--- config.mk ---
export PLATFORM = sky130hd
export DESIGN_NAME = audio_i2s_rx
export DESIGN_NICKNAME = d
export VERILOG_FILES = /design/src/rtl/audio_pkg.sv /design/src/rtl/audio_sync_edge.sv /design/src/rtl/audio_i2s_rx.sv
export SDC_FILE = /design/constraint.sdc
export NUM_CORES = 1
export LEC_CHECK = 0
export ABC_AREA = 0
export BUFFER_PORTS_ARGS = -buffer_cell sky130_fd_sc_hd__buf_4
export CAP_MARGIN = 20
export CELL_PAD_IN_SITES_DETAIL_PLACEMENT = 2
export CELL_PAD_IN_SITES_GLOBAL_PLACEMENT = 2
export CORE_MARGIN = 5
export CORE_UTILIZATION = 37
export DETAILED_ROUTE_END_ITERATION = 8
export PLACE_DENSITY_LB_ADDON = 0.1
export SETUP_SLACK_MARGIN = 0.2
export SYNTH_ARGS = -nofsm -noshare
export SYNTH_HDL_FRONTEND = slang
export SYNTH_HIERARCHICAL = 1
export SYNTH_SLANG_ARGS = --single-unit
export TNS_END_PERCENT = 50
--- constraint.sdc ---
create_clock -name i_clk -period 1.9 [get_ports i_clk]
set_input_delay 0.285 -clock i_clk [delete_from_list [all_inputs] [get_ports i_clk]]
set_output_delay 0.285 -clock i_clk [all_outputs]
set_load 0.01 [all_outputs]
--- src/rtl/audio_pkg.sv ---
// Shared definitions for the I2S receiver: FSM state encoding, default word width
// and FIFO depth used when AUDIO_I2S_RX_FIFO_EN is defined.
package audio_pkg;

    typedef enum logic [1:0] {
        StSync,
        StLeft,
        StRight
    } state_e;

    localparam int unsigned DATA_W_DEF = 16;
    localparam int unsigned FIFO_DEPTH = 4;

endpackage

--- src/rtl/audio_sync_edge.sv ---
// Multi-flop synchronizer with registered rise detect; o_q is delayed to stay aligned
// with o_rise so samples taken on a rise see the synced value at that rise.
module audio_sync_edge #(
    parameter int unsigned STAGES = 2
) (
    input  logic i_clk,
    input  logic i_rst,
    input  logic i_d,
    output logic o_q,
    output logic o_rise
);

    logic [STAGES-1:0] r_sync;
    logic              r_prev;
    logic              r_rise;

    always_ff @(posedge i_clk) begin
        if (i_rst) begin
            r_sync <= '0;
            r_prev <= 1'b0;
            r_rise <= 1'b0;
        end else begin
            r_sync <= (r_sync << 1) | STAGES'(i_d);
            r_prev <= r_sync[STAGES-1];
            r_rise <= r_sync[STAGES-1] & ~r_prev;
        end
    end

    assign o_q    = r_prev;
    assign o_rise = r_rise;

endmodule

--- src/rtl/audio_i2s_rx.sv ---
// I2S stereo receiver: synced SCK/WS/SD, SYNC/LEFT/RIGHT framing FSM, MSB-aligned words.
// Define AUDIO_I2S_RX_FIFO_EN for a 4-entry output FIFO instead of a holding register.
module audio_i2s_rx
    import audio_pkg::*;
#(
    parameter int unsigned DATA_W      = DATA_W_DEF,
    parameter int unsigned SYNC_STAGES = 2
) (
    input  logic              i_clk,
    input  logic              i_rst,
    input  logic              i_ena,
    input  logic              i_i2s_sck,
    input  logic              i_i2s_ws,
    input  logic              i_i2s_sd,
    output logic              o_out_valid,
    input  logic              i_out_ready,
    output logic [DATA_W-1:0] o_out_left,
    output logic [DATA_W-1:0] o_out_right,
    output logic              o_ovf,
    input  logic              i_ovf_clr
);

    localparam int unsigned CNT_W = $clog2(DATA_W + 1);

    logic              w_sck_rise, w_ws, w_sd, w_unused_ws_rise, w_unused_sd_rise;
    logic              w_rise, w_trans, w_latch_left, w_push, w_pop, w_ovf_set;
    logic [DATA_W-1:0] w_word;
    state_e            r_state, w_state_next;
    logic              r_ws_last, r_ovf;
    logic [CNT_W-1:0]  r_cnt;
    logic [DATA_W-1:0] r_shift, r_left;

    audio_sync_edge #(.STAGES(SYNC_STAGES)) u_sync_sck (
        .i_clk(i_clk), .i_rst(i_rst), .i_d(i_i2s_sck), .o_q(), .o_rise(w_sck_rise)
    );
    audio_sync_edge #(.STAGES(SYNC_STAGES)) u_sync_ws (
        .i_clk(i_clk), .i_rst(i_rst), .i_d(i_i2s_ws), .o_q(w_ws), .o_rise(w_unused_ws_rise)
    );
    audio_sync_edge #(.STAGES(SYNC_STAGES)) u_sync_sd (
        .i_clk(i_clk), .i_rst(i_rst), .i_d(i_i2s_sd), .o_q(w_sd), .o_rise(w_unused_sd_rise)
    );

    assign w_rise  = w_sck_rise & i_ena;
    assign w_trans = w_rise & (w_ws != r_ws_last);

    // Current word including the bit arriving on this rise; bits past DATA_W are dropped.
    always_comb begin
        w_word = r_shift;
        for (int i = 0; i < int'(DATA_W); i++) begin
            if (int'(r_cnt) == int'(DATA_W) - 1 - i) w_word[i] = w_sd;
        end
    end

    always_ff @(posedge i_clk) begin
        if (i_rst) r_state <= StSync;
        else       r_state <= w_state_next;
    end

    always_comb begin
        w_state_next = r_state;
        if (!i_ena) begin
            w_state_next = StSync;
        end else if (w_trans) begin
            unique case (r_state)
                StSync:  if (!w_ws) w_state_next = StLeft;
                StLeft:  if (w_ws)  w_state_next = StRight;
                StRight: if (!w_ws) w_state_next = StLeft;
                default: w_state_next = StSync;
            endcase
        end
    end

    always_comb begin
        w_latch_left = w_trans && (r_state == StLeft) && w_ws;
        w_push       = w_trans && (r_state == StRight) && !w_ws;
    end

    always_ff @(posedge i_clk) begin
        if (i_rst) begin
            r_ws_last <= 1'b0;
            r_cnt     <= '0;
            r_shift   <= '0;
            r_left    <= '0;
        end else if (!i_ena) begin
            r_cnt   <= '0;
            r_shift <= '0;
        end else if (w_rise) begin
            r_ws_last <= w_ws;
            if (w_trans) begin
                r_cnt   <= '0;
                r_shift <= '0;
                if (w_latch_left) r_left <= w_word;
            end else begin
                r_shift <= w_word;
                if (r_cnt < CNT_W'(DATA_W)) r_cnt <= r_cnt + 1'b1;
            end
        end
    end

`ifdef AUDIO_I2S_RX_FIFO_EN
    localparam int unsigned PTR_W = $clog2(FIFO_DEPTH);

    logic [DATA_W-1:0] r_fifo_l [FIFO_DEPTH];
    logic [DATA_W-1:0] r_fifo_r [FIFO_DEPTH];
    logic [PTR_W-1:0]  r_wr, r_rd;
    logic [PTR_W:0]    r_fcnt;
    logic              w_full, w_acc;

    assign w_full    = (r_fcnt == (PTR_W + 1)'(FIFO_DEPTH));
    assign w_pop     = o_out_valid & i_out_ready;
    assign w_acc     = w_push & (~w_full | w_pop);
    assign w_ovf_set = w_push & w_full & ~w_pop;

    always_ff @(posedge i_clk) begin
        if (i_rst) begin
            for (int i = 0; i < int'(FIFO_DEPTH); i++) begin
                r_fifo_l[i] <= '0;
                r_fifo_r[i] <= '0;
            end
            r_wr   <= '0;
            r_rd   <= '0;
            r_fcnt <= '0;
        end else begin
            if (w_acc) begin
                r_fifo_l[r_wr] <= r_left;
                r_fifo_r[r_wr] <= w_word;
                r_wr           <= r_wr + 1'b1;
            end
            if (w_pop) r_rd <= r_rd + 1'b1;
            case ({w_acc, w_pop})
                2'b10:   r_fcnt <= r_fcnt + 1'b1;
                2'b01:   r_fcnt <= r_fcnt - 1'b1;
                default: r_fcnt <= r_fcnt;
            endcase
        end
    end

    assign o_out_valid = (r_fcnt != '0);
    assign o_out_left  = r_fifo_l[r_rd];
    assign o_out_right = r_fifo_r[r_rd];
`else
    logic              r_valid;
    logic [DATA_W-1:0] r_out_l, r_out_r;

    assign w_pop     = r_valid & i_out_ready;
    assign w_ovf_set = w_push & r_valid & ~w_pop;

    always_ff @(posedge i_clk) begin
        if (i_rst) begin
            r_valid <= 1'b0;
            r_out_l <= '0;
            r_out_r <= '0;
        end else if (w_push && (!r_valid || w_pop)) begin
            r_valid <= 1'b1;
            r_out_l <= r_left;
            r_out_r <= w_word;
        end else if (w_pop) begin
            r_valid <= 1'b0;
        end
    end

    assign o_out_valid = r_valid;
    assign o_out_left  = r_out_l;
    assign o_out_right = r_out_r;
`endif

    // A new overflow wins over a simultaneous clear.
    always_ff @(posedge i_clk) begin
        if (i_rst) r_ovf <= 1'b0;
        else       r_ovf <= (r_ovf & ~i_ovf_clr) | w_ovf_set;
    end

    assign o_ovf = r_ovf;

endmodule

==> metrics.yaml <==
run_status:
  run_status: "complete, no violations"
global_routing:
  grt_max_degree: 62
  gr-total-overflow: 0
  grt_pass1_wl_mm: 17.5
  grt_usage_pct: 19.1
  grt_pass1_vias: 3202
  antenna_found_initial: 0
detailed_routing:
  ant_nets: 0
  vias: 3059
  totalWireLength_mm: 11.2
  drtPass1Iterations: 4
  viasPerCell: 5.71
  wire_per_inst_um: 20.8
  drc: 0
  initialDrtViolationCount: 95
floorplan:
  io-pin-count: 42
  fp.dieH_um: 109
  initial_core_util_pct: 37.6
  core_mm2: 0.00964
  rows: 36
  die_x_um: 109
  die-area_mm2: 0.0119
critical_path:
  crit_slowest_cell: "dfxtp_4"
  critPathBufInv: 2
  arrival_ps: 2030
  crit_family: "flip-flops"
  end_kind: "flip-flop"
  slowest_delay_ps: 370
  startpoint_type: "flip-flop"
  path_max_fanout: 4
  crit_chain: "inv_1, ha_2, nor4bb_4, mux2i_1, buf_4, a211oi_1"
  crit_required_ps: 2170
  path_class: "reg -> reg"
placement:
  portBuffers: 41
  gp_congestion: 0.748
  hpwl_mm: 7.14
timing:
  relSlewSlack_pct: 55.4
  slew_viol_final: 0
  setup_tns_ps: 0
  rsz0062_at_grt: "yes"
  clock.fmax_mhz: 569
  period_share_pct: 92.5
  worstMarginPinSlew_ps: 668
  hold_ws_ps: 137
  finClkSkew_ps: 6.97
  hold_violations: 0
  period_needed_ps: 1760
  setup_viol: 0
yosys:
  synth_area_mm2: 0.00362
  syn_nets: 370
  avgSynthCellArea_um2: 10.1
  ys_warn_count: 6
  syn_inst: 357
pwr:
  p_sw_mw: 0.688
  power.leakage_nw: 1.49
  combPwrFrac_pct: 2.9
  power.density_mw_per_mm2: 679
  swShare_pct: 22.4
  intPower_mw: 2.38
  peakVddDrop_v: 0.000314
  clockPowerShare_pct: 39.3
  power_mw: 3.07
  seqPwrFrac_pct: 57.8
clocking:
  h-tree-depth: 3
  cts_tree: "yes"
  clkLatencyLatePin_ps: 360
  clock_sinks: 84
  cts_root_buf: "clkbuf_8"
  clk_pin_slew_worst_paths_ps: 80
  clock_path_buffers: 2
  numCtsBuffers: 9
cells_and_area:
  drive_above_1_share_pct: 31.5
  areaGrowthSynthToFinish_pct: 24.6
  post-route-util_pct: 46.8
  finalNetCount: 411
  n_antenna_cell: 0
job:
  drv_cap: 0
hold_path:
  hp-class: "in -> reg"
## metrics by stage
stage | std cells | setup WS (ps) | instance area, um2
final | 536 | 142 | 4510
after global routing | 536 | 49.7 | 4510
after CTS | 532 | 133 | 4340
after detailed placement | 514 | -24.1 | 4100
after global placement | 514 | 64.2 | 4100
after floorplan | 357 | 218 | 3620
## power groups by stage
| stage | sequential, mW | clock [mW] | combinational, mW |
|---|---|---|---|
| after floorplan | 1.81 | 0 | 0.0579 |
| after global placement | 1.81 | 0 | 0.0870 |
| after detailed placement | 1.82 | 0 | 0.0893 |
| after CTS | 1.77 | 1.25 | 0.0894 |
| final | 1.77 | 1.20 | 0.0898 |
| after global routing | 1.77 | 1.35 | 0.0984 |
## final timing paths
check | from | endpoint | slack [ps] | depth (start not counted)
min reg2reg | u_sync_sck/o_q | u_sync_sck/o_rise | 410 | 1
max reg2reg | r_cnt[0] | r_left[9] | 140 | 6
max | r_cnt[0] | r_left[9] | 140 | 6
min | i_i2s_sck | u_sync_sck/r_sync[0] | 140 | 2
## final cells by class
type,instances,area [um2]
Fill cell,1002,5130
Clock buffer,15,176
Timing Repair Buffer,72,569
Clock inverter,1,5.00
Tap cell,133,166
Multi-Input combinational cell,227,1880
Inverter,4,15.0
Sequential cell,84,1700
## registers in the layout (all words and copies together) (netlist names), 2 cells and up
signal             count
r_state                2
o_out_right           16
r_shift               16
u_sync_sck/r_sync      2
u_sync_sd/r_sync       2
r_cnt                  5
r_left                16
o_out_left            16
u_sync_ws/r_sync       2
## timing repair
action,CTS,global route
endpoints found under the setup margin,26,38
resized for setup,13,26
pin swaps,0,2
hold buffers,0,0
buffers inserted,2,4
## layer usage
layer	vias to the layer above	part of all wire [%]	global-route usage, %
met5	-	0	0
met4	0	1.6	7.75
met1	1546	47	24.9
met2	50	48	30.7
met3	16	3.4	3.79
li1	1447	-	-
## layout by cell type (no fill, tap or decap), types with 2 or more instances in the layout
cell and n:
dfxtp_1 77, buf_4 69, a21oi_1 38, a211oi_1 32
nand4_1 18, o31ai_1 18, a31oi_1 18, mux2i_1 12
clkbuf_8 12, nor2b_1 11, o2bb2ai_2 10, nand2_1 6
nor4bb_4 6, nand4b_1 5, o2bb2ai_1 5, dfxtp_2 5
inv_1 4, mux2i_2 4, nand3_1 4, nand2b_1 3
and3b_1 3, nor2_1 3, ha_2 3, clkbuf_1 3
and3_1 2, nor4b_2 2, nor3b_2 2, nor4bb_1 2
nand3b_1 2, o21ai_0 2, ha_4 2, buf_12 2
dfxtp_4 2
Note: power is estimated with default switching activity, not from simulation.
